### src/rtl/demux_sched.sv
// demux_sched: single-entry hold register that hands each accepted item to
// one of four output ports, rotating round-robin over the ports enabled in
// en_mask. One item is in flight at a time (IDLE -> HOLD -> IDLE).
// Optional feature: define DEMUX_SCHED_TIMEOUT_EN to add a stall timer that
// redirects a held item to the next enabled port after TIMEOUT cycles.
module demux_sched #(
  parameter int WIDTH   = 8,
  parameter int TIMEOUT = 15
) (
  input  logic             clk,
  input  logic             rst_n,
  input  logic             in_valid,
  input  logic [WIDTH-1:0] in_data,
  output logic             in_ready,
  input  logic [3:0]       en_mask,
  input  logic [3:0]       y_ready,
  output logic [3:0]       y_valid,
  output logic [WIDTH-1:0] y_data,
  output logic [1:0]       sel,
  output logic [7:0]       count,
  output logic             skip
);

  typedef enum logic {IDLE, HOLD} state_t;

  state_t           state_q, state_d;
  logic [1:0]       ptr_q, ptr_d;
  logic [1:0]       sel_q, sel_d;
  logic [WIDTH-1:0] data_q, data_d;
  logic [7:0]       count_q, count_d;

  // First enabled port searching start, start+1, ... (mod 4).
  function automatic logic [1:0] first_enabled(input logic [3:0] mask,
                                               input logic [1:0] start);
    logic [1:0] idx;
    first_enabled = start;
    for (int i = 3; i >= 0; i--) begin
      idx = start + 2'(i);
      if (mask[idx]) first_enabled = idx;
    end
  endfunction

`ifdef DEMUX_SCHED_TIMEOUT_EN
  localparam int WAIT_W = $clog2(TIMEOUT + 1);

  logic [WAIT_W-1:0] wait_q, wait_d;
  logic              skip_q, skip_d;

  // Next enabled port strictly after cur; stays on cur if it is the only one.
  function automatic logic [1:0] next_enabled(input logic [3:0] mask,
                                              input logic [1:0] cur);
    logic [1:0] idx;
    next_enabled = cur;
    for (int i = 3; i >= 1; i--) begin
      idx = cur + 2'(i);
      if (mask[idx]) next_enabled = idx;
    end
  endfunction
`endif

  // Accept only from IDLE and only when some port can take the item.
  assign in_ready = (state_q == IDLE) && (en_mask != 4'b0000);

  // Next-state logic for the FSM, pointer, hold register and counters.
  always_comb begin
    // NOTE: every _d gets a default of its _q first, so no path leaves a
    // variable unassigned and no latch is inferred.
    state_d = state_q;
    ptr_d   = ptr_q;
    sel_d   = sel_q;
    data_d  = data_q;
    count_d = count_q;
`ifdef DEMUX_SCHED_TIMEOUT_EN
    wait_d  = wait_q;
    skip_d  = 1'b0;
`endif
    case (state_q)
      IDLE: begin
        if (in_valid && in_ready) begin
          state_d = HOLD;
          data_d  = in_data;
          sel_d   = first_enabled(en_mask, ptr_q);
`ifdef DEMUX_SCHED_TIMEOUT_EN
          wait_d  = '0;
`endif
        end
      end
      HOLD: begin
        // Only the latched target's ready matters; en_mask is not consulted.
        if (y_ready[sel_q]) begin
          state_d = IDLE;
          count_d = count_q + 8'd1;
          ptr_d   = sel_q + 2'd1;
        end
`ifdef DEMUX_SCHED_TIMEOUT_EN
        else if (wait_q == WAIT_W'(TIMEOUT - 1)) begin
          sel_d  = next_enabled(en_mask, sel_q);
          wait_d = '0;
          skip_d = 1'b1;
        end else begin
          wait_d = wait_q + 1'b1;
        end
`endif
      end
      default: state_d = IDLE;
    endcase
  end

  // State registers; reset empties the block and drops any held item.
  always_ff @(posedge clk or negedge rst_n) begin
    if (!rst_n) begin
      state_q <= IDLE;
      ptr_q   <= 2'd0;
      sel_q   <= 2'd0;
      // NOTE: the hold register is reset too so y_data reads 0 out of reset
      // rather than stale contents of a discarded item.
      data_q  <= '0;
      count_q <= 8'd0;
`ifdef DEMUX_SCHED_TIMEOUT_EN
      wait_q  <= '0;
      skip_q  <= 1'b0;
`endif
    end else begin
      // NOTE: non-blocking assignments so every flop samples pre-edge values.
      state_q <= state_d;
      ptr_q   <= ptr_d;
      sel_q   <= sel_d;
      data_q  <= data_d;
      count_q <= count_d;
`ifdef DEMUX_SCHED_TIMEOUT_EN
      wait_q  <= wait_d;
      skip_q  <= skip_d;
`endif
    end
  end

  assign y_valid = (state_q == HOLD) ? (4'b0001 << sel_q) : 4'b0000;
  assign y_data  = data_q;
  assign sel     = sel_q;
  assign count   = count_q;
`ifdef DEMUX_SCHED_TIMEOUT_EN
  assign skip    = skip_q;
`else
  assign skip    = 1'b0;
`endif

endmodule

### config.mk
export PLATFORM = sky130hd
export DESIGN_NAME = demux_sched
export DESIGN_NICKNAME = d
export VERILOG_FILES = /design/src/rtl/demux_sched.sv
export SDC_FILE = /design/constraint.sdc
export NUM_CORES = 1
export LEC_CHECK = 0
export BUFFER_PORTS_ARGS = -buffer_cell sky130_fd_sc_hd__buf_2
export CAP_MARGIN = 20
export CORE_MARGIN = 8
export CORE_UTILIZATION = 29
export DETAILED_ROUTE_END_ITERATION = 16
export HOLD_SLACK_MARGIN = 0.12
export PLACE_DENSITY = 0.63
export SLEW_MARGIN = 20
export SYNTH_ARGS = -nofsm -noshare
export SYNTH_HDL_FRONTEND = slang
export SYNTH_SLANG_ARGS = --single-unit
### constraint.sdc
create_clock -name clk -period 3.7 [get_ports clk]
set_input_delay 0.37 -clock clk [delete_from_list [all_inputs] [get_ports clk]]
set_output_delay 0.37 -clock clk [all_outputs]
set_load 0.02 [all_outputs]
**Word level (Yosys, flattened, before mapping)**

Index checks and enable logic that the tools add are counted.

- Input bits: 19
- Bits in registers: 21
- Logic and storage cells: 40
- RAM bits: 0
- Latch bits: 0
- Output and inout bits: 24
- Memories kept: 0
- ROM bits: 0

- Multiplexer cells: 18
- Multiply operators: 0
- Order comparisons: 5
- Reduce and logical (&&, ||, !) cells: 5
- Eq/ne operators: 0
- $add $sub $neg: 5
- Divide/modulo/power cells: 0
- Shift-type cells: 1
- Bitwise logic cells: 1

Operator list:

| operator | number |
|---|---|
| $lt 2x3->1 const B | 5 |
| $bmux 1 s2 | 5 |
| $add 8x1->8 const B | 1 |
| $mux 2 | 4 |
| $mux 1 | 7 |
| $add 2x1->2 const B | 2 |
| $add 2x2->2 const B | 2 |
| $mux 4 | 1 |
| $reduce_and 2->1 | 2 |
| $reduce_bool 4->1 | 1 |
| $shl 1x2->4 const A | 1 |
| $logic_and 1x1->1 | 2 |
| $pmux 1 s2 | 1 |
| $not 1->1 | 1 |

**Longest topological paths before layout**

Gate-level depths: netlist (run 1).

- Depth in word-level cells: 7
- Mapped depth: 5
- Depth with buffers taken out: 4

**Worst setup path before layout (run 1)**

Ideal clock, no wire load.

- Path type: input to register
- Start: input port en_mask[0]
- End: register data_q[0], in the netlist y_data[0]
- Arrival: 1560 ps
- Cell stages on the path: 5
- Slack: 2015 ps
- Library setup time: 125 ps
- Cells stage by stage: nor2_1 -> a21oi_1 -> and2_1 -> buf_2 -> mux2_2

- Cells in the longest elaborated chain, start to end: 4

Ends and longest elaborated chain:

| item | line | RTL |
|---|---|---|
| start, declared | 15 | `input logic [3:0] en_mask,` |
| $reduce_bool 4->1 | 62 | `assign in_ready = (state_q == IDLE) && (en_mask != 4'b0000);` |
| $logic_and 1x1->1 | 62 |  |
| named net in_ready | 14 | `output logic in_ready,` |
| $logic_and 1x1->1 | 79 | `if (in_valid && in_ready) begin` |
| $reduce_and 2->1 (no source line) | -- |  |
| end signal, assigned | 128 | `data_q <= data_d;` |
| end, declared | 29 | `logic [WIDTH-1:0] data_q, data_d;` |

The timed path passes the listed nets, and every way through them passes these cells.
A chain may end at the register's enable or synchronous reset.

**Worst setup path in the final report (run 1)**

- Start: register sel_q[0], in the netlist sel[0]
- End: output port y_valid[0]

- Cells in the longest elaborated chain, start to end: 2

Ends and longest elaborated chain:

| item | line | RTL |
|---|---|---|
| start, declared | 28 | `logic [1:0] sel_q, sel_d;` |
| start signal, assigned | 127 | `sel_q <= sel_d;` |
| $shl 1x2->4 | 137 | `assign y_valid = (state_q == HOLD) ? (4'b0001 << sel_q) : 4'b0000;` |
| $mux 4 | 137 |  |
| end, declared | 17 | `output logic [3:0] y_valid,` |

No other way between the ends.

==> results of run 1 <==
==> timing repair <==
item,CTS,global route
endpoints found under the hold margin,21,0
hold buffers,1,0
resized for setup,0,0
==> power by group through the flow <==
stage / logic, W / registers [W] / clock network (W)
2_1_floorplan: 0.000260 / 0.000522 / 0
3_3_place_gp: 0.000507 / 0.000433 / 0
3_5_place_dp: 0.000515 / 0.000438 / 0
4_1_cts: 0.000516 / 0.000433 / 0.000114
5_1_grt: 0.000559 / 0.000450 / 0.000121
6_report: 0.000505 / 0.000430 / 0.000107
==> cell usage in the layout (no fill, tap or decap), types with 2 or more instances in the layout <==
master,count
a21oi_1,5
and2_1,5
and4_1,2
buf_2,41
clkbuf_4,3
dfrtp_1,21
ha_1,5
inv_1,5
mux2_2,8
mux2i_1,2
nand2_1,6
nand2b_1,2
nand3_1,2
nand4_1,3
nor2_1,4
nor2b_1,2
o21ai_0,2
xnor2_1,6
==> worst paths after layout <==
kind	from	end	cells past startpoint
worst min-delay path	in_data[2]	y_data[2]$_DFFE_PN0P_	2
min in group asynchronous	rst_n	y_data[7]$_DFFE_PN0P_	2
max in group asynchronous	rst_n	sel[0]$_DFFE_PN0P_	2
worst min register to register	count[7]$_DFFE_PN0P_	count[7]$_DFFE_PN0P_	1
worst max register to register	state_q$_DFF_PN0_	y_data[6]$_DFFE_PN0P_	3
worst max-delay path	sel[0]$_DFFE_PN0P_	y_valid[0]	4
==> registers in the layout (all words and copies together) (netlist names) <==
signal and flops:
state_q 1, sel 2, y_data 8, count 8, ptr_q 2
==> critical path, delay by kind of cell, from the launching register on <==
kind / cells / cell delay (ns)
and+or+nand+nor: 1 / 0.15
DFF: 1 / 0.49
buffers and inverters: 2 / 0.28
adders and majority gates: 1 / 0.21
==> logic make-up after synthesis <==
logic type,after synthesis,share of synthesized area [%]
buf+inv,8,4.07
other cells,1,0.359
compound gates,11,6.47
xor+xnor,7,5.87
fa+ha+maj,5,5.99
simple gates,27,14.3
flops,21,50.3
mux,11,12.7
==> metrics by stage <==
step                total power (W)  utilization [%]  instances
finish                      0.00104             37.2        182
global route                0.00113             37.2        182
CTS                         0.00106             37.2        182
detailed placement         0.000952             36.2        177
global placement           0.000939             36.2        177
floorplan                  0.000782                -         91
==> area by class of cell <==
cell class                 instances  share of cell area (%)
tap                               48                    4.54
multi-input combinational         62                    36.0
inverter                           5                    1.42
sequential                        21                    39.7
clock buffer                       4                    1.99
timing repair buffer              42                    16.3
==> layer usage <==
| layer | routed length (um) | share of wire, % |
|---|---|---|
| met2 | 1090 | 48 |
| met3 | 124 | 5.5 |
| met1 | 1040 | 46 |
| met5 | 0 | 0 |
| met4 | 0 | 0 |
==> impl_metrics.yaml, run 1 <==
worst_setup_path:
  worstPathArrival_ns: 1.42
  end_kind: "primary output"
  cp_max_fo: 6
  cp-start-kind: "flop"
  slowest_delay_ns: 0.49
  path_cells: "inv_1, ha_1, and2_1, buf_2"
  crit_type: "reg2out"
  cp_slowest_cell: "dfrtp_1"
  rrSetupSlack_ns: 2.11
  crit_required_ns: 3.33
logic_synthesis:
  ys_types: 27
  yosysMostFrequentCell: "dfrtp_1"
  yosys.area.top_type: "dfrtp_1"
  synth_edf_count: 0
  async_reset_ff_share_pct: 100
  syn_area_sq_mm: 0.00104
  ys_warn_count: 0
  synth_nets: 115
  synth_cells: 91
  postSynthAreaPerCell_sq_um: 11.5
  yosys.area.top_type_share_pct: 50.3
  synth.area.top_cells: "dfrtp_1 50%, mux2_2 8.6%, ha_1 6.0%"
  synth_common_cells: "21 x dfrtp_1, 8 x mux2_2, 6 x nand2_1, 6 x xnor2_1"
  synth_top_flop_cell: "dfrtp_1"
  ys_ff_latch: 21
  seq_area_frac_synth_pct: 50.3
routing:
  first_pass_iters: 3
  drtAntennaViolNets: 0
  avgViaCountPerCell: 4.27
  drt_wl_total_um: 2260
  vias: 778
  drc_errors: 0
  wl_per_cell_um: 12.4
  drt_iter0_drc: 26
die:
  die_h_um: 76.0
  initial_core_util_pct: 29.4
  io_pins: 43
  dieArea_sq_mm: 0.00578
  core_sq_mm: 0.00355
  die_w_um: 76.0
  core.rowCount: 22
power_and_ir_drop:
  p_sw_w: 0.000459
  clkPwrFrac_pct: 10.2
  irDropWorstVdd_mv: 0.283
  comb_power_share_pct: 48.5
  seq_power_share_pct: 41.3
  p_int_w: 0.000583
  swShare_pct: 44.1
  leakage_nw: 0.658
  p_per_area_mw_per_mm2: 788
sta:
  holdWs_ns: 0.303
  grt_setup_unrepaired: "no"
  fin_crit_sh_pct: 48.4
  finalHoldViolCount: 0
  setup_ws_ns: 1.91
  setup_viol: 0
  finClkSkew_ns: 0.00717
  period_needed_ns: 1.79
  fin_setup_tns_ns: 0
  fmax_mhz: 559
  slew_violations: 0
global_route:
  met1_usage_pct: 9.75
  grt_use_total_pct: 7.91
  top_usage_layer: "met2"
  grt_use_met2_pct: 12.8
  overflow: 0
  grt_max_degree: 22
  grt_pass1_wl_um: 3920
  first_global_vias: 868
  antenna_found_initial: 0
  met3_usage_pct: 2.48
finish:
  synthToLayoutAreaGrowth_pct: 26.6
  finalNetCount: 159
  diodes: 0
  nFillCells: 351
  register_area_sq_um: 526
  multi_input_area_sq_um: 477
  finalInstanceArea_sq_mm: 0.00132
  drive_above_1_share_pct: 40.3
clock_network:
  cts-root-buf: "clkbuf_4"
  tritoncts: "yes"
  clock-sinks: 21
  insertion_delay_ns: 0.29
  htree_levels: 1
  path_clk_slew_ns: 0.11
  clk_path_buf_depth: 2
  cts_setup_buffers: 0
  numCtsBuffers: 3
status:
  status: "finished, final reports clean"
placement:
  io_buffer_count: 41
  place_ws_ns: 2.00
  place_area_sq_mm: 0.00129
  place_hpwl_um: 1840
  routabilityCongestion: 0.770
run:
  maxCapViolations: 0
hold_path:
  min-delay-path-class: "in2reg"
(Power assumes the default switching activity.)
==> inputs of run 2 (changes only) <==
Settings changed: PLACE_DENSITY 0.63 to 0.65.
Clock period 3.7 ns to 1.5 ns, I/O delays scaled along.
==> run 2 against run 1 <==
First-iteration DRC count rose by 7.7%. Clock-buffer cell count did not move. Highest routed layer is now met4. Cell area rose by 13%.
==> impl_metrics.yaml, run 2 (synthesis gave the netlist of run 1 again) <==
worst_setup_path:
  worstPathArrival_ns: 1.30
  cp-start-kind: "flop"
  end_kind: "primary output"
  crit_type: "reg2out"
  cp_max_fo: 5
  r2r-start: "sel[0]$_DFFE_PN0P_"
  crit_start: "sel[0]$_DFFE_PN0P_"
  crit_required_ns: 1.35
routing:
  wl_per_cell_um: 13.3
  drt_iter0_drc: 28
  first_pass_iters: 4
  drtAntennaViolNets: 0
  drc_errors: 0
  vias: 861
  drt_wl_total_um: 2580
  avgViaCountPerCell: 4.44
power_and_ir_drop:
  p_per_area_mw_per_mm2: 1900
  irDropWorstVdd_mv: 0.812
  p_total_w: 0.00284
  leakage_nw: 0.718
sta:
  setup_viol: 0
  fin_setup_tns_ns: 0
  finalHoldViolCount: 0
  fin_crit_sh_pct: 96.9
  fmax_mhz: 688
  slew_violations: 0
  finClkSkew_ns: 0.00217
  grt_setup_unrepaired: "yes"
  period_needed_ns: 1.45
die:
  io_pins: 43
  dieArea_sq_mm: 0.00578
  core.rowCount: 22
  core_sq_mm: 0.00355
  die_w_um: 76.0
  die_h_um: 76.0
  initial_core_util_pct: 29.4
clock_network:
  clk_path_buf_depth: 2
  path_clk_slew_ns: 0.11
  cts-root-buf: "clkbuf_4"
  insertion_delay_ns: 0.29
  tritoncts: "yes"
  clock-sinks: 21
  numCtsBuffers: 3
  htree_levels: 1
status:
  status: "finished, final reports clean"
finish:
  diodes: 0
  fin_util_pct: 42.1
  final_common_cell: "buf_2"
  nFillCells: 354
  synthToLayoutAreaGrowth_pct: 43.1
  layout.cells.non_filler: 194
  finalInstanceArea_sq_mm: 0.00150
  layout_common_cells: "37 x buf_2, 20 x dfrtp_1, 9 x dlygate4sd3_1"
  drive_above_1_share_pct: 46.6
  finalNetCount: 171
hold_path:
  worstHoldStart: "en_mask[1]"
  min-delay-path-class: "in2reg"
global_route:
  met1_usage_pct: 9.38
  first_global_vias: 913
  grt_pass1_wl_um: 4200
  grt_max_degree: 22
  overflow: 0
  met3_usage_pct: 3.07
  top_usage_layer: "met2"
  antenna_found_initial: 0
  grt_use_met2_pct: 14.7
  grt_use_total_pct: 8.51
placement:
  dp_cells: 179
  routabilityCongestion: 0.738
  io_buffer_count: 41
  place_hpwl_um: 1960
  place_area_sq_mm: 0.00131
run:
  maxCapViolations: 0
run 2: cell types whose count changed in the layout (fill, tap and decap cells not counted), sizes merged:
cell         delta
dlygate4sd3     +8
buf             +4
run 2: power by group:
part | internal [W] | switching, W
clock network | 0.000103 | 0.000156
logic | 0.000701 | 0.000831
registers | 0.000816 | 0.000230
run 2: cell type report:
class | instances | area (sq um) | area share, %
timing repair buffer | 54 | 354 | 23.7
tap | 48 | 60.1 | 4.02
sequential | 21 | 527 | 35.2
inverter | 5 | 21.3 | 1.42
clock buffer | 4 | 26.3 | 1.76
multi-input combinational | 62 | 507 | 33.9
run 2: stage by stage:
step | setup WS, ns | hold slack, ns
after floorplan | -0.0428 | -0.146
final | 0.0465 | 0.245
after detailed placement | 0.00438 | 0.131
after CTS | 0.00751 | 0.231
after global routing | -0.0128 | 0.277
after global placement | 0.0814 | 0.115
run 2: final timing paths:
| kind | end | slack, ns | cells past startpoint |
|---|---|---|---|
| worst max register to register | count[4]$_DFFE_PN0P_ | 0.07 | 4 |
| max in group asynchronous | sel[0]$_DFFE_PN0P_ | 0.82 | 2 |
| worst min register to register | count[7]$_DFFE_PN0P_ | 0.47 | 1 |
| min in group asynchronous | y_data[5]$_DFFE_PN0P_ | 0.34 | 2 |
| worst min-delay path | sel[0]$_DFFE_PN0P_ | 0.25 | 3 |
| worst max-delay path | y_valid[0] | 0.05 | 5 |
run 2: worst max-delay path, cell delays in order, from the launching register on:
cell and delay, ns:
dfrtp_2 0.43, buf_6 0.14, inv_4 0.05, ha_2 0.15, and2_4 0.13, buf_6 0.11
run 2: routing by layer:
layer,up-vias,share of wire (%)
li1,417,-
met1,412,45
met2,30,48
met3,2,6.2
met4,0,0.54
met5,-,0
run 2: repair_timing:
| action | in CTS | in global routing |
|---|---|---|
| hold buffers | 9 | 0 |
| gates resized for setup | 8 | 10 |
| setup buffers | 1 | 1 |
| hold endpoints to repair | 29 | 0 |
| endpoints found under the setup margin | 6 | 5 |
==> inputs of run 3 (changes only) <==
==> constraint.sdc (replaced) <==
create_clock -name clk -period 1.5 [get_ports clk]
set_input_delay 0.075 -clock clk [delete_from_list [all_inputs] [get_ports clk]]
set_output_delay 0.075 -clock clk [all_outputs]
set_load 0.02 [all_outputs]
==> run 3 against run 2 <==
Combinational power fell by 6%. Fmax is 1.4% higher. Via count fell by 0.81%. Non-clock buffer count unchanged. Flip-flop and latch count unchanged. Register-to-register slack about the same. Clock power rose by 3%. Critical endpoint is now count[4]$_DFFE_PN0P_. Largest power group unchanged. Highest routed layer unchanged.
==> impl_metrics.yaml, run 3 (synthesis gave the netlist of run 1 again) <==
finish:
  diodes: 0
  synthToLayoutAreaGrowth_pct: 39.3
  finalNetCount: 171
  layout_common_cells: "39 x buf_2, 20 x dfrtp_1, 9 x dlygate4sd3_1"
  nFillCells: 360
  final_common_cell: "buf_2"
  register_area_sq_um: 527
  drive_above_1_share_pct: 42.5
  multi_input_area_sq_um: 489
clock_network:
  htree_levels: 1
  cts-root-buf: "clkbuf_4"
  insertion_delay_ns: 0.30
  numCtsBuffers: 3
  clock-sinks: 21
  clk_path_buf_depth: 2
  tritoncts: "yes"
  path_clk_slew_ns: 0.12
worst_setup_path:
  end_kind: "flop"
  crit_required_ns: 1.74
  worst_r2r_path_depth: 4
  rrSetupSlack_ns: 0.07
  crit_path_end: "count[4]$_DFFE_PN0P_"
  rr_endpoint: "count[4]$_DFFE_PN0P_"
  cp-start-kind: "flop"
  slowest_delay_ns: 0.54
  crit_start: "sel[0]$_DFFE_PN0P_"
  crit_type: "reg2reg"
  path_cells: "mux4_2, and2_4, nand4_1, xnor2_1"
  cp_slowest_cell: "mux4_2"
  cp_max_fo: 10
  r2r-start: "sel[0]$_DFFE_PN0P_"
  worstPathArrival_ns: 1.67
sta:
  finalHoldViolCount: 0
  slew_violations: 0
  period_needed_ns: 1.43
  setup_viol: 0
  fin_crit_sh_pct: 95.6
  fin_setup_tns_ns: 0
  grt_setup_unrepaired: "no"
  fmax_mhz: 698
  finClkSkew_ns: 0.0131
  holdWs_ns: 0.157
power_and_ir_drop:
  p_per_area_mw_per_mm2: 1890
  irDropWorstVdd_mv: 0.601
  p_total_w: 0.00275
  leakage_nw: 0.713
routing:
  drt_wl_total_um: 2570
  drtAntennaViolNets: 0
  drt_iter0_drc: 14
  wl_per_cell_um: 13.3
  avgViaCountPerCell: 4.40
  drc_errors: 0
  first_pass_iters: 4
  vias: 854
global_route:
  grt_pass1_wl_um: 4260
  overflow: 0
  antenna_found_initial: 0
  grt_use_total_pct: 9.07
  first_global_vias: 868
  grt_max_degree: 22
die:
  core_sq_mm: 0.00355
  io_pins: 43
  initial_core_util_pct: 29.4
  die_h_um: 76.0
  die_w_um: 76.0
  dieArea_sq_mm: 0.00578
  core.rowCount: 22
placement:
  io_buffer_count: 41
  place_hpwl_um: 2020
  routabilityCongestion: 0.766
status:
  status: "finished, final reports clean"
run:
  maxCapViolations: 0
hold_path:
  min-delay-path-class: "in2reg"
-- run 3: cell counts in the layout (fill, tap and decap cells not counted) --
No cell type changed its count.
-- run 3: timing repair --
action,in CTS,in global routing
hold buffers,9,0
setup buffers,0,1
hold endpoints to repair,29,0
endpoints found under the setup margin,0,4
gates resized for setup,0,5
-- run 3: cell type report --
type / instances / area share [%]
well taps: 48 / 4.13
inverters: 5 / 1.29
repair buffers: 54 / 23.0
flip-flops and latches: 21 / 36.2
multi-input cells: 62 / 33.6
clock buffers: 4 / 1.81
-- run 3: worst max-delay path: cells and delay by family, from the launching register on --
kind                      cells  cell delay (ns)
xor gates and xnor gates      1             0.12
muxes                         1             0.54
DFF                           1             0.40
and+or+nand+nor               2             0.31
-- run 3: stage by stage --
stage	cell area, sq um	util, %	setup WS (ns)	instances
2_1_floorplan	1060	-	-0.0428	91
3_3_place_gp	1320	37.2	0.109	180
3_5_place_dp	1320	37.2	0.0950	180
4_1_cts	1440	40.5	0.00258	193
5_1_grt	1460	41.0	0.00470	194
6_report	1460	41.0	0.0663	194
-- run 3: how the worst min path moves through the flow --
stage / start / to / slack (ns) / depth (start not counted)
2_1_floorplan: rst_n / count[0]$_DFFE_PN0P_ / -0.22 / 0
3_3_place_gp: rst_n / y_data[2]$_DFFE_PN0P_ / 0.04 / 1
3_5_place_dp: rst_n / y_data[1]$_DFFE_PN0P_ / 0.06 / 1
4_1_cts: en_mask[1] / sel[0]$_DFFE_PN0P_ / 0.17 / 3
5_1_grt: en_mask[3] / sel[1]$_DFFE_PN0P_ / 0.17 / 3
6_report: en_mask[1] / sel[0]$_DFFE_PN0P_ / 0.16 / 3
-- run 3: where the power goes --
group | leakage, nW | switching (W) | total, W | internal (W)
sequential | 0.255 | 0.000230 | 0.00105 | 0.000816
combinational | 0.443 | 0.000810 | 0.00144 | 0.000629
clock | 0.0150 | 0.000164 | 0.000268 | 0.000104
total | 0.713 | 0.00120 | 0.00275 | 0.00155
-- run 3: routing by layer --
layer  GRT usage (%)  wire length, um
met5               0                0
met4            4.12               31
met3            4.01              199
met2            14.2             1260
met1            10.3             1080
